**config.mk**
```make
export PLATFORM = sky130hd
export DESIGN_NAME = nibble_serial_adder_flat
export DESIGN_NICKNAME = d
export VERILOG_FILES = /design/src/rtl/nibble_serial_adder_if.sv /design/src/rtl/nibble_serial_adder.sv /design/src/flat_wrapper.sv
export SDC_FILE = /design/constraint.sdc
export NUM_CORES = 1
export LEC_CHECK = 0
export BUFFER_PORTS_ARGS = -buffer_cell sky130_fd_sc_hd__buf_2
export CAP_MARGIN = 20
export CORE_ASPECT_RATIO = 1.25
export CORE_MARGIN = 2
export CORE_UTILIZATION = 50
export CTS_CLUSTER_SIZE = 25
export DETAILED_ROUTE_END_ITERATION = 12
export GPL_TIMING_DRIVEN = 0
export HOLD_SLACK_MARGIN = 0.05
export PLACE_DENSITY = 0.79
export SYNTH_ARGS = -nofsm -noshare
export SYNTH_HDL_FRONTEND = slang
export SYNTH_SLANG_ARGS = --single-unit
```
**constraint.sdc**
```tcl
create_clock -name clk -period 4.5 [get_ports clk]
set_input_delay 0.9 -clock clk [delete_from_list [all_inputs] [get_ports clk]]
set_output_delay 0.9 -clock clk [all_outputs]
set_load 0.01 [all_outputs]
```
**src/rtl/nibble_serial_adder_if.sv**
```systemverilog
// Request, 4-bit adder and result signals of the nibble-serial adder.
// The master side is the environment: operand source, external 4-bit adder and result consumer.
interface nibble_serial_adder_if #(
    parameter int WIDTH = 16
);
    logic             start_valid;
    logic             start_ready;
    logic [WIDTH-1:0] op_a;
    logic [WIDTH-1:0] op_b;
    logic             cin;
    logic [3:0]       add_a;
    logic [3:0]       add_b;
    logic             add_cin;
    logic [3:0]       add_sum;
    logic             add_cout;
    logic             res_valid;
    logic             res_ready;
    logic [WIDTH-1:0] result;
    logic             cout;
    logic             overflow;

    modport master (
        output start_valid, op_a, op_b, cin, add_sum, add_cout, res_ready,
        input  start_ready, add_a, add_b, add_cin, res_valid, result, cout, overflow
    );

    modport slave (
        input  start_valid, op_a, op_b, cin, add_sum, add_cout, res_ready,
        output start_ready, add_a, add_b, add_cin, res_valid, result, cout, overflow
    );
endinterface

```
**src/rtl/nibble_serial_adder.sv**
```systemverilog
// Sequences a WIDTH-bit add through an external 4-bit adder, one nibble per cycle,
// LSB nibble first, with the carry held in a register between nibbles.
module nibble_serial_adder #(
    parameter int WIDTH = 16
) (
    input  logic                 clk,
    input  logic                 rst,
    nibble_serial_adder_if.slave bus
);
    localparam int NIBBLES = WIDTH / 4;
    localparam int IDX_W   = (NIBBLES > 1) ? $clog2(NIBBLES) : 1;

    typedef enum logic [1:0] {
        IDLE = 2'd0,
        ADD  = 2'd1,
        DONE = 2'd2
    } state_t;

    state_t           state_r;
    state_t           state_s;
    logic [WIDTH-1:0] a_sh_r;
    logic [WIDTH-1:0] b_sh_r;
    logic [WIDTH-1:0] result_r;
    logic [IDX_W-1:0] idx_r;
    logic             a_msb_r;
    logic             b_msb_r;
    logic             carry_r;
    logic             cout_r;
    logic             overflow_r;
    logic             start_ready_r;
    logic             res_valid_r;
    logic             take_s;
    logic             last_s;

    // Next-state decode
    always_comb begin
        state_s = state_r;
        take_s  = 1'b0;
        last_s  = (idx_r == IDX_W'(NIBBLES - 1));
        case (state_r)
            IDLE: begin
                if (bus.start_valid && start_ready_r) begin
                    state_s = ADD;
                    take_s  = 1'b1;
                end else begin
                    state_s = IDLE;
                end
            end
            ADD: begin
                if (last_s) begin
                    state_s = DONE;
                end else begin
                    state_s = ADD;
                end
            end
            DONE: begin
                if (bus.res_ready) begin
                    state_s = IDLE;
                end else begin
                    state_s = DONE;
                end
            end
            default: state_s = IDLE;
        endcase
    end

    // State register
    always_ff @(posedge clk) begin
        if (rst) begin
            state_r <= IDLE;
        end else begin
            state_r <= state_s;
        end
    end

    // Handshake flags registered from the upcoming state so they never glitch
    always_ff @(posedge clk) begin
        if (rst) begin
            start_ready_r <= 1'b1;
            res_valid_r   <= 1'b0;
        end else begin
            start_ready_r <= (state_s == IDLE);
            res_valid_r   <= (state_s == DONE);
        end
    end

    // Operand capture, nibble stepping and result assembly
    always_ff @(posedge clk) begin
        if (rst) begin
            a_sh_r     <= '0;
            b_sh_r     <= '0;
            result_r   <= '0;
            idx_r      <= '0;
            a_msb_r    <= 1'b0;
            b_msb_r    <= 1'b0;
            carry_r    <= 1'b0;
            cout_r     <= 1'b0;
            overflow_r <= 1'b0;
        end else begin
            case (state_r)
                IDLE: begin
                    if (take_s) begin
                        a_sh_r  <= bus.op_a;
                        b_sh_r  <= bus.op_b;
                        a_msb_r <= bus.op_a[WIDTH-1];
                        b_msb_r <= bus.op_b[WIDTH-1];
                        carry_r <= bus.cin;
                        idx_r   <= '0;
                    end
                end
                ADD: begin
                    // Operands shift right so the live nibble is always bits [3:0]
                    // and both shifters are empty again once the add completes.
                    result_r[{idx_r, 2'b00} +: 4] <= bus.add_sum;
                    a_sh_r <= {4'h0, a_sh_r[WIDTH-1:4]};
                    b_sh_r <= {4'h0, b_sh_r[WIDTH-1:4]};
                    if (last_s) begin
                        cout_r     <= bus.add_cout;
                        overflow_r <= (a_msb_r == b_msb_r) && (bus.add_sum[3] != a_msb_r);
                        carry_r    <= 1'b0;
                        idx_r      <= '0;
                    end else begin
                        carry_r <= bus.add_cout;
                        idx_r   <= idx_r + 1'b1;
                    end
                end
                DONE: begin
                    result_r <= result_r;
                end
                default: begin
                    result_r <= result_r;
                end
            endcase
        end
    end

    assign bus.start_ready = start_ready_r;
    assign bus.res_valid   = res_valid_r;
    assign bus.result      = result_r;
    assign bus.cout        = cout_r;
    assign bus.overflow    = overflow_r;
    assign bus.add_a       = a_sh_r[3:0];
    assign bus.add_b       = b_sh_r[3:0];
    assign bus.add_cin     = carry_r;
endmodule

```
**src/flat_wrapper.sv**
```systemverilog
// flat-port wrapper written by rule: the top's interface ports become plain ports
module nibble_serial_adder_flat 
#(
    parameter int WIDTH = 16
)
  (clk, rst, bus_start_valid, bus_op_a, bus_op_b, bus_cin, bus_add_sum, bus_add_cout, bus_res_ready, bus_start_ready, bus_add_a, bus_add_b, bus_add_cin, bus_res_valid, bus_result, bus_cout, bus_overflow);
  nibble_serial_adder_if #(.WIDTH(WIDTH)) bus_i ();
  input  logic clk;
  input  logic rst;
  input wire logic [$bits(bus_i.start_valid)-1:0] bus_start_valid;
  input wire logic [$bits(bus_i.op_a)-1:0] bus_op_a;
  input wire logic [$bits(bus_i.op_b)-1:0] bus_op_b;
  input wire logic [$bits(bus_i.cin)-1:0] bus_cin;
  input wire logic [$bits(bus_i.add_sum)-1:0] bus_add_sum;
  input wire logic [$bits(bus_i.add_cout)-1:0] bus_add_cout;
  input wire logic [$bits(bus_i.res_ready)-1:0] bus_res_ready;
  output wire logic [$bits(bus_i.start_ready)-1:0] bus_start_ready;
  output wire logic [$bits(bus_i.add_a)-1:0] bus_add_a;
  output wire logic [$bits(bus_i.add_b)-1:0] bus_add_b;
  output wire logic [$bits(bus_i.add_cin)-1:0] bus_add_cin;
  output wire logic [$bits(bus_i.res_valid)-1:0] bus_res_valid;
  output wire logic [$bits(bus_i.result)-1:0] bus_result;
  output wire logic [$bits(bus_i.cout)-1:0] bus_cout;
  output wire logic [$bits(bus_i.overflow)-1:0] bus_overflow;
  assign bus_i.start_valid = bus_start_valid;
  assign bus_i.op_a = bus_op_a;
  assign bus_i.op_b = bus_op_b;
  assign bus_i.cin = bus_cin;
  assign bus_i.add_sum = bus_add_sum;
  assign bus_i.add_cout = bus_add_cout;
  assign bus_i.res_ready = bus_res_ready;
  assign bus_start_ready = bus_i.start_ready;
  assign bus_add_a = bus_i.add_a;
  assign bus_add_b = bus_i.add_b;
  assign bus_add_cin = bus_i.add_cin;
  assign bus_res_valid = bus_i.res_valid;
  assign bus_result = bus_i.result;
  assign bus_cout = bus_i.cout;
  assign bus_overflow = bus_i.overflow;
  nibble_serial_adder #(.WIDTH(WIDTH)) u_core (.clk(clk), .rst(rst), .bus(bus_i));
endmodule
```
-- After elaboration in Yosys (flattened, before gate mapping)
Index checks and enable logic that the tools add are counted.
- output and inout port bits: 29
- word-level logic and storage cells: 48
- input port bits: 42
- register bits after elaboration: 59
- add/subtract/negate cells: 2
- equal/unequal tests: 7
- mux-type cells: 17
- reductions and logical operators: 8
- shifts and indexed selects: 2
- operator list (cell ; number):
    $pmux 16 s2 ; 2
    $mux 16 ; 2
    $bwmux 16 ; 1
    $shift 4x6->16 const A ; 1
    $shiftx 4x6->16 ; 1
    $mux 2 ; 4
    $eq 2x2->1 const B ; 3
    $neg 4->6 ; 1
    $pmux 2 s3 ; 1
    $reduce_and 2->1 ; 3
    $mux 1 ; 5
    $logic_not 2->1 ; 2
    $pmux 2 s2 ; 1
    $add 2x1->2 const B ; 1
    $eq 2x1->1 const B ; 1
    $logic_and 1x1->1 ; 2
    $ne 2x1->1 const B ; 1
    $pmux 1 s2 ; 1
    $reduce_bool 2->1 ; 1
    $eq 1x1->1 ; 1
    $ne 1x1->1 ; 1

-- Depth between registers and ports, before layout
Gate-level depths: netlist of the first run.
- depth in word-level cells: 5
- mapped depth: 5
- mapped depth without buffers: 5

-- Worst setup path before layout of the first run
Ideal clock, no wire load.
- path kind: in2reg
- start: in rst
- end: reg u_core.result_r[10] (netlist: u_core.bus.result[10])
- library setup time: 0.117 ns
- stages: 4
- buffers on the path: 1
- setup slack: 2.656 ns
- arrival time: 1.728 ns
- required time: 4.383 ns
- path through: buf_2 -> and4bb_2 -> and4_1 -> a22o_1
- RTL lines (item ; line ; text):
    start: declaration ; flat_wrapper.sv:9 ; input logic rst;
    end signal: indexed assignment ; nibble_serial_adder.sv:114 ; result_r[{idx_r, 2'b00} +: 4] <= bus.add_sum;
    end signal: assignment ; nibble_serial_adder.sv:128 ; result_r <= result_r;
    end signal: assignment ; nibble_serial_adder.sv:131 ; result_r <= result_r;
    end: declaration ; nibble_serial_adder.sv:23 ; logic [WIDTH-1:0] result_r;

-- Worst setup path after layout of the first run
- start: reg u_core.idx_r[0]
- end: reg u_core.result_r[14] (netlist: u_core.bus.result[14])
- cells in the longest elaborated chain, start to end: 3
- elaborated cells between the ends (all ways): 4
- those cells by class: add/sub (1); shift (2); mux (1)
- RTL lines (item ; line ; text):
    start: declaration ; nibble_serial_adder.sv:24 ; logic [IDX_W-1:0] idx_r;
    start signal: assignment ; nibble_serial_adder.sv:124 ; idx_r <= idx_r + 1'b1;
    $neg 4->6 (*) ; nibble_serial_adder.sv:114 ;
    $shiftx 4x6->16 / $shift 4x6->16 (equally long branches) ; nibble_serial_adder.sv:114 ;
    $bwmux 16 (*) ; nibble_serial_adder.sv:114 ;
Every way passes the cells marked *; elsewhere a longest branch is shown, timed or not.
A chain may end at the register's enable or synchronous reset.

==> reports/metrics.yaml, run 1 <==
routing:
  drt_iter0_drc: 170
  first_pass_iters: 4
  detail-route-antenna-nets: 0
  drt-vias-per-instance: 5.63
  num_vias: 2461
  drc_errors: 0
  drt_wl_total_mm: 6.56
  wl_per_cell_um: 15.0
cts:
  postCtsSetupBuffers: 0
  cts_hold_buffers: 0
  cts_root_buf: "clkbuf_8"
  cts_max_path_buffers: 2
  clock_sinks: 59
  clk_pin_slew_ns: 0.06
  insertion_delay_ns: 0.34
  cts_tree: "done"
  numCtsBuffers: 9
  cts.htree.levels: 3
  cts_resized: 0
die:
  io_pins: 71
  die_w_um: 67.8
  initial_utilization_pct: 50.8
  rows: 29
  core_area_um2: 5010
  die-area_um2: 5680
  die_y_um: 83.8
grt:
  grt_max_degree: 11
  overflow: 0
  grt_pass1_vias: 2252
  grt_pass1_wl_mm: 10.4
  gr-usage-all-layers_pct: 24.7
  antenna_found_initial: 0
placement:
  hpwl_mm: 4.75
  place_area_um2: 2970
  place.gp.congestion: 0.834
  pre_cts_ws_ns: 2.42
  portBuffers: 69
synthesis:
  yosysTopAreaCell: "dfxtp_1"
  syn_avg_cell_area_um2: 8.78
  seq_area_frac_synth_pct: 46.4
  netlist_top_cells_area: "dfxtp_1 (46%), a21oi_1 (9.2%), nand2_1 (9.1%)"
  syn_nets: 338
  yosys_warnings: 0
  synth.distinct_cells: 35
  ys_ff_latch: 59
  synth_top_area_share_pct: 46.4
  netlist_area_um2: 2540
  syn_inst: 290
worst_hold_path:
  hold_path_depth: 2
  hold_end: "u_core.bus.result[13]$_SDFFE_PP0P_"
  hp-class: "flip-flop to flip-flop"
  holdCritStartpoint: "u_core.bus.result[13]$_SDFFE_PP0P_"
timing:
  hold_violations: 0
  max_freq_ghz: 0.497
  setup_tns_ns: 0
  slew_viol_final: 0
  slew_headroom_pct: 53.9
  period_needed_ns: 2.01
  fin_crit_sh_pct: 44.7
  setup_viol: 0
  rsz0062_at_grt: "false"
  finalWorstSetupSlack_ns: 2.49
  worst_pin_slew_ns: 0.682
  fin_skew_ns: 0.00756
  holdWs_ns: 0.464
worst_setup_path:
  cp_max_fo: 8
  ff2ff_path_depth: 5
  r2r-start: "u_core.idx_r[0]$_SDFFE_PP0P_"
  r2r_end: "u_core.bus.result[14]$_SDFFE_PP0P_"
  r2r_setup_slack_ns: 2.49
  cp-end-kind: "flip-flop"
  arrival_ns: 2.28
  start_kind: "flip-flop"
  crit_type: "flip-flop to flip-flop"
  critical_path_required_ns: 4.77
run_status:
  outcome: "finished, final reports clean"
pwr:
  vdd_ir_drop_max_mv: 0.244
  powerDensity_nw_per_um2: 408
  power_mw: 1.30
  p_leak_nw: 1.40
final_layout:
  area_growth_syn_to_layout_pct: 25.0
  fin_nets: 418
  antenna_cells: 0
  final_area_um2: 3180
  drive_gt1_share_pct: 29.9
job:
  maxCapViolCount: 0
## cell usage after synthesis, drive strengths merged
cell type,count
dfxtp,59
nand2,62
ha,6
or3,1
or3b,2
a211oi,2
nor2,9
a22o,8
nand2b,1
o31ai,1
or2b,1
a32oi,4
nor2b,1
inv,3
nand3,6
nor4bb,3
and4bb,1
clkbuf,5
a311oi,24
o21bai,1
and4,2
nand3b,3
o21ai,2
a21o,1
nor4b,1
and3b,1
nor3,1
a21oi,47
buf,26
mux2i,1
nand4bb,1
nand4,4
## worst max-delay path by stage
| stage | slack (ns) | from | endpoint |
|---|---|---|---|
| floorplan | 2.66 | rst | u_core.bus.result[10]$_SDFFE_PP0P_ |
| global placement | 2.45 | rst | u_core.bus.result[15]$_SDFFE_PP0P_ |
| detailed placement | 2.42 | rst | u_core.state_r[1]$_SDFF_PP0_ |
| CTS | 2.47 | u_core.idx_r[0]$_SDFFE_PP0P_ | u_core.bus.result[14]$_SDFFE_PP0P_ |
| global route | 2.31 | u_core.idx_r[0]$_SDFFE_PP0P_ | u_core.bus.result[14]$_SDFFE_PP0P_ |
| finish | 2.49 | u_core.idx_r[0]$_SDFFE_PP0P_ | u_core.bus.result[14]$_SDFFE_PP0P_ |
## where the power goes
part | total (mW) | leakage [nW] | internal (mW) | switching (mW)
Clock | 0.503 | 0.108 | 0.299 | 0.205
Sequential | 0.585 | 0.484 | 0.562 | 0.0232
Combinational | 0.210 | 0.808 | 0.0921 | 0.118
## registers in the layout, indices dropped and copies added (netlist names)
register and cells:
u_core.bus.res_valid 1, u_core.bus.result 16, u_core.state_r 2, u_core.bus.cout 1, u_core.bus.start_ready 1, u_core.b_sh_r 16
u_core.a_sh_r 16, u_core.bus.overflow 1, u_core.bus.add_cin 1, u_core.a_msb_r 1, u_core.b_msb_r 1, u_core.idx_r 2
## layer usage
metal | part of all wire (%) | routed length [um] | GRT usage (%) | vias up
met5 | 0 | 0 | 0 | -
met4 | 2.8 | 183 | 12.0 | 0
met3 | 6.4 | 422 | 7.69 | 13
met2 | 50 | 3290 | 39.2 | 85
met1 | 41 | 2670 | 29.5 | 1155
li1 | - | - | - | 1208
## kinds of logic after synthesis
| kind of cell | synth area share, % |
|---|---|
| mux | 0.393 |
| flops | 46.4 |
| buf+inv | 7.72 |
| compound gates | 23.5 |
| fa+ha+maj | 2.95 |
| simple gates | 19.0 |
## cells in the final DEF (no fill, tap or decap), types with 2 or more instances in the layout
cell,netlist,final
clkbuf_1,5,5
ha_1,6,6
buf_2,10,79
a21oi_1,47,47
inv_1,3,3
clkinv_2,0,2
and4_1,2,2
nand2_1,62,62
a211oi_1,2,2
nand3b_1,3,3
dfxtp_1,59,59
a22o_1,8,8
or3b_1,2,2
clkbuf_8,0,12
nor2_1,8,8
nand4_1,4,4
nor4bb_1,3,3
a311oi_1,24,24
a32oi_1,4,4
nand3_1,6,6
buf_4,15,15
o21ai_0,2,2
## cell type report
cell class	instances	area [um2]
clock inverter	4	47.5
sequential	59	1180
inverter	3	11.3
buffer	31	185
timing repair buffer	69	345
clock buffer	12	165
fill	441	1830
multi-input combinational	197	1170
tap	62	77.6
## worst max-delay path: stages, from the launching register on
cell and delay (ns):
dfxtp_1 0.46, inv_1 0.15, ha_1 0.35, nor4b_1 0.63, nand4_1 0.18, a21oi_1 0.16
## per-stage QoR
stage	instances	util, %
after floorplan	290	-
after global placement	421	59.3
after detailed placement	421	59.3
after CTS	437	63.5
after global routing	437	63.5
final	437	63.5
Note: power is estimated with default switching activity, not from simulation.
==> run 2: changes to the inputs <==
- CORE_UTILIZATION: 50 -> 46
- PLACE_DENSITY: 0.79 -> 0.77
- clock period: 4.5 -> 1.6 ns (I/O delays scaled with it)
==> reports/metrics.yaml, run 2 (same netlist as run 1, synthesis figures left out) <==
run_status:
  outcome: "finished, final reports clean"
pwr:
  vdd_ir_drop_max_mv: 0.631  # +160%
  p_leak_nw: 1.41  # +0.39%
  powerDensity_nw_per_um2: 1070  # +160%
worst_setup_path:
  start_kind: "flip-flop"
  critPathMaxStageDelay_ns: 0.36  # -0.27 ns
  cp_max_fo: 4  # -4
  cpLargestDelayFamily: "simple AND/OR/NAND/NOR gates"
  arrival_ns: 1.81  # -0.47 ns
  cp_slowest_cell: "dfxtp_4"
  crit_buf_inv: 1  # unchanged
  cp-end-kind: "flip-flop"
  cp_cell_sequence: "clkinvlp_4 > ha_4 > and4bb_2 > and4_4 > a22o_1"
  critical_path_required_ns: 1.83  # -2.94 ns
  crit_type: "flip-flop to flip-flop"
grt:
  antenna_found_initial: 0  # unchanged
  gr-usage-all-layers_pct: 23.2  # -1.4 points
  grt_pass1_vias: 2325  # +3.2%
  overflow: 0  # unchanged
  grt_pass1_wl_mm: 11.2  # +7.2%
  grt_max_degree: 11  # unchanged
die:
  rows: 30  # +3.4%
  die_w_um: 70.5  # +4.0%
  die-area_um2: 6150  # +8.2%
  initial_utilization_pct: 47.4  # -3.4 points
  die_y_um: 87.2  # +4.1%
  core_area_um2: 5370  # +7.2%
  io_pins: 71  # unchanged
routing:
  drc_errors: 0  # unchanged
  wl_per_cell_um: 15.7  # +4.6%
  drt_wl_total_mm: 6.94  # +5.8%
  first_pass_iters: 4  # unchanged
  detail-route-antenna-nets: 0  # unchanged
  num_vias: 2440  # -0.85%
  drt_iter0_drc: 128  # -25%
  drt-vias-per-instance: 5.52  # -2.0%
timing:
  fin_crit_sh_pct: 98.3  # +54 points
  max_freq_ghz: 0.636  # +28%
  slew_viol_final: 0  # unchanged
  fin_skew_ns: 0.00966  # +0.00209 ns
  worst_pin_slew_ns: 0.542  # -0.140 ns
  finalWorstSetupSlack_ns: 0.0271  # -2.46 ns
  period_needed_ns: 1.57  # -0.440 ns
  setup_viol: 0  # unchanged
  slew_headroom_pct: 63.9  # +10 points
  hold_violations: 0  # unchanged
cts:
  cts_tree: "done"
  cts_hold_buffers: 0  # unchanged
  insertion_delay_ns: 0.35  # about the same
  cts_root_buf: "clkbuf_8"
  clock_sinks: 59  # unchanged
  cts.htree.levels: 3  # unchanged
  clk_pin_slew_ns: 0.06  # about the same
  cts_max_path_buffers: 2  # unchanged
  numCtsBuffers: 9  # unchanged
worst_hold_path:
  hp-class: "primary input to flip-flop"
placement:
  hpwl_mm: 4.88  # +2.7%
  pre_cts_ws_ns: -0.174  # -2.60 ns
  place.gp.congestion: 0.842  # +1.0%
  portBuffers: 69  # unchanged
  place_area_um2: 2980  # +0.34%
final_layout:
  drive_gt1_share_pct: 32.8  # +2.9 points
  fin_nets: 421  # +0.72%
  mostFrequentLayoutCell: "buf_2"
  area_growth_syn_to_layout_pct: 26.5
  antenna_cells: 0  # unchanged
  final_cell_mix: "buf_2 (79), nand2_1 (62), dfxtp_1 (57), a21oi_1 (47), a311oi_1 (24)"
  final_area_um2: 3220  # +1.2%
job:
  maxCapViolCount: 0  # unchanged
-- run 2: final cells by class --
cell class | count | area (um2)
Timing Repair Buffer | 72 | 368
Clock buffer | 10 | 128
Sequential cell | 59 | 1190
Buffer | 31 | 185
Clock inverter | 6 | 32.5
Inverter | 3 | 15.0
Tap cell | 64 | 80.1
Multi-Input combinational cell | 197 | 1220
Fill cell | 487 | 2150
-- run 2: tightest hold or removal path, cell delays in order --
cell     delay [ns]
buf_2          0.10
nand2_1        0.05
a21oi_1        0.05
-- run 2: path summary, 6_finish.rpt --
path | endpoint | slack, ns | cells after the start | start
max | u_core.bus.result[9]$_SDFFE_PP0P_ | 0.03 | 5 | u_core.idx_r[0]$_SDFFE_PP0P_
min | u_core.a_sh_r[12]$_SDFFE_PP0P_ | 0.21 | 3 | bus_op_a[12]
max reg2reg | u_core.bus.result[9]$_SDFFE_PP0P_ | 0.03 | 5 | u_core.idx_r[0]$_SDFFE_PP0P_
min reg2reg | u_core.bus.result[14]$_SDFFE_PP0P_ | 0.46 | 2 | u_core.bus.result[14]$_SDFFE_PP0P_
-- run 2: per-stage QoR --
step | utilization, % | instances | hold slack [ns] | power [mW] | TNS [ns]
3_5_place_dp | 55.5 | 423 | 0.449 | 2.27 | -1.68
3_3_place_gp | 55.5 | 423 | 0.446 | 2.25 | -0.971
5_1_grt | 60.0 | 442 | 0.215 | 3.59 | -0.0203
6_report | 60.0 | 442 | 0.213 | 3.43 | 0
4_1_cts | 59.4 | 442 | 0.208 | 3.42 | 0
2_1_floorplan | - | 290 | 0.445 | 2.07 | 0
-- run 2: timing repair --
item	CTS	global route
setup buffers	3	0
gates resized for setup	5	9
cloned	0	0
pin swaps	0	0
endpoints found under the setup margin	16	20
-- run 2: where the power goes --
group,leakage (nW),internal [mW],switching (mW)
combinational,0.835,0.294,0.354
sequential,0.485,1.58,0.0669
clock,0.0856,0.546,0.587
total,1.41,2.42,1.01
-- run 2: layer usage --
metal / GRT usage, % / vias up / share of wire (%)
met5: 0 / - / 0
met4: 9.26 / 0 / 1.4
met3: 5.56 / 11 / 5.7
met2: 40.7 / 67 / 50
met1: 27.4 / 1149 / 43
li1: - / 1213 / -
==> run 3: changes to the inputs <==
- ABC_AREA: default -> 1
- CORE_UTILIZATION: 46 -> 48
- PLACE_DENSITY: 0.77 -> 0.78
==> reports/metrics.yaml, run 3 <==
synthesis:
  synth-edff-count: 0  # unchanged
  synth_top_area_share_pct: 39.8  # -6.6 points
  yosysTopAreaCell: "dfxtp_1"
  syn_inst: 418  # +44%
  synth.distinct_cells: 22  # -37%
  syn_nets: 466  # +38%
  netlist_top_cells_area: "dfxtp_1 (40%), nand2_1 (14%), nor2_1 (8.9%)"
  yosys_warnings: 0  # unchanged
  ys.flop_type: "dfxtp_1"
  syn_avg_cell_area_um2: 7.10  # -19%
  ys_ff_latch: 59  # unchanged
  ys_top_cells_by_count: "nand2_1 (113), nor2_1 (70), dfxtp_1 (59)"
  seq_area_frac_synth_pct: 39.8  # -6.6 points
  synth_most_common_cell: "nand2_1"
  netlist_area_um2: 2970  # +17%
  synthArstFlopShare_pct: 0  # unchanged
final_layout:
  final_cell_mix: "nand2_1 (113), buf_2 (74), nor2_1 (68), dfxtp_1 (58), nand3_1 (33)"
  final_area_um2: 3640  # +13%
  antenna_cells: 0  # unchanged
  mostFrequentLayoutCell: "nand2_1"
  fin_nets: 547  # +30%
  drive_gt1_share_pct: 28.1  # -4.7 points
  area_growth_syn_to_layout_pct: 22.8
cts:
  numCtsBuffers: 9  # unchanged
  cts_root_buf: "clkbuf_8"
  cts_max_path_buffers: 2  # unchanged
  cts_tree: "done"
  insertion_delay_ns: 0.34  # about the same
  clock_sinks: 59  # unchanged
  cts.htree.levels: 3  # unchanged
  postCtsSetupBuffers: 0  # -3
  clk_pin_slew_ns: 0.06  # about the same
pwr:
  p_leak_nw: 1.73  # +23%
  powerDensity_nw_per_um2: 1010  # -5.4%
  vdd_ir_drop_max_mv: 0.586  # -7.2%
worst_setup_path:
  critical_path_required_ns: 1.87  # +0.04 ns
  arrival_ns: 1.73  # -0.08 ns
  crit_type: "flip-flop to flip-flop"
  start_kind: "flip-flop"
  cp_max_fo: 12  # +8
  cp-end-kind: "flip-flop"
timing:
  max_freq_ghz: 0.684  # +7.7%
  slew_viol_final: 0  # unchanged
  fin_crit_sh_pct: 91.3  # -7.0 points
  period_needed_ns: 1.46  # -0.112 ns
  hold_violations: 0  # unchanged
  holdWs_ns: 0.237  # +0.0234 ns
  fin_skew_ns: 0.00500  # -0.00466 ns
  worst_pin_slew_ns: 0.635  # +0.0928 ns
  slew_headroom_pct: 57.7  # -6.2 points
  setup_viol: 0  # unchanged
die:
  io_pins: 71  # unchanged
  die_y_um: 91.9  # +5.4%
  initial_utilization_pct: 48.7  # +1.3 points
  die-area_um2: 6830  # +11%
  rows: 32  # +6.7%
  core_area_um2: 6090  # +13%
  die_w_um: 74.3  # +5.4%
placement:
  hpwl_mm: 4.96  # +1.7%
  place_area_um2: 3420  # +15%
  place.gp.congestion: 0.893  # +6.0%
  portBuffers: 70  # +1.4%
routing:
  drc_errors: 0  # unchanged
  drt_iter0_drc: 124  # -3.1%
  drt-vias-per-instance: 4.81  # -13%
  drt_wl_total_mm: 6.89  # -0.75%
  detail-route-antenna-nets: 0  # unchanged
  first_pass_iters: 4  # unchanged
  num_vias: 2821  # +16%
  wl_per_cell_um: 11.7  # -25%
grt:
  grt_max_degree: 13  # +2
  grt_pass1_vias: 2640  # +14%
  gr-usage-all-layers_pct: 22.0  # -1.2 points
  overflow: 0  # unchanged
  grt_pass1_wl_mm: 11.6  # +3.8%
  antenna_found_initial: 0  # unchanged
job:
  maxCapViolCount: 0  # unchanged
worst_hold_path:
  hp-class: "primary input to flip-flop"
run_status:
  outcome: "finished, final reports clean"
==> run 3: path summary, 6_finish.rpt <==
path	start	end	slack, ns	cells after the start
worst max-delay path	u_core.idx_r[0]$_SDFFE_PP0P_	u_core.bus.result[6]$_SDFFE_PP0P_	0.14	7
worst min-delay path	bus_add_cout	u_core.bus.cout$_SDFFE_PP0P_	0.24	3
worst max register to register	u_core.idx_r[0]$_SDFFE_PP0P_	u_core.bus.result[6]$_SDFFE_PP0P_	0.14	7
worst min register to register	u_core.bus.result[9]$_SDFFE_PP0P_	u_core.bus.result[9]$_SDFFE_PP0P_	0.46	2
==> run 3: where the power goes <==
part           switching (mW)  internal [mW]  total (mW)
combinational           0.497          0.367       0.864
clock                   0.556          0.620        1.18
sequential             0.0459           1.58        1.63
total                    1.10           2.57        3.67
==> run 3: layer usage <==
metal	share of wire (%)	track usage, %	wire length (um)
met5	0	0	0
met4	2.0	11.0	139
met3	4.9	4.73	339
met2	51	37.8	3540
met1	42	25.1	2870
==> run 3: cells by family after synthesis <==
| family | count (synthesis) | synth area share, % |
|---|---|---|
| and+or+nand+nor | 241 | 36.1 |
| DFF | 59 | 39.8 |
| AOI/OAI and AO/OA | 51 | 9.87 |
| adders and majority gates | 6 | 2.53 |
| buffers and inverters | 61 | 11.6 |
==> run 3: per-stage QoR <==
step                      cells  power, mW  setup TNS (ns)  utilization, %  setup WS (ns)
final                       587       3.67               0            59.8          0.139
after global routing        587       3.90        -0.00165            59.8       -0.00165
after CTS                   587       3.67               0            59.3        0.00785
after detailed placement    573       2.50           -1.08            56.3         -0.141
after global placement      573       2.48          -0.782            56.3        -0.0920
after floorplan             418       2.28               0               -         0.0947
==> run 3: worst max-delay path: stages (launching register included) <==
cell     delay, ns
dfxtp_2       0.36
inv_1         0.08
buf_6         0.16
ha_2          0.20
buf_4         0.17
nor3_2        0.21
nand2_1       0.07
a21oi_1       0.13
==> run 3: layout make-up <==
cell class / count / area [um2]
clock inverter: 3 / 15.0
buffer: 30 / 240
timing repair buffer: 70 / 350
clock buffer: 11 / 151
tap: 85 / 106
multi-input combinational: 298 / 1480
fill: 594 / 2440
sequential: 59 / 1180
inverter: 31 / 116
==> run 3: repair_timing <==
action                                 4_1_cts  5_1_grt
endpoints found under the hold margin        0        0
pin swaps                                    0        0
gates resized for setup                      6       10
hold buffers                                 0        0
setup endpoints to repair                   16       16
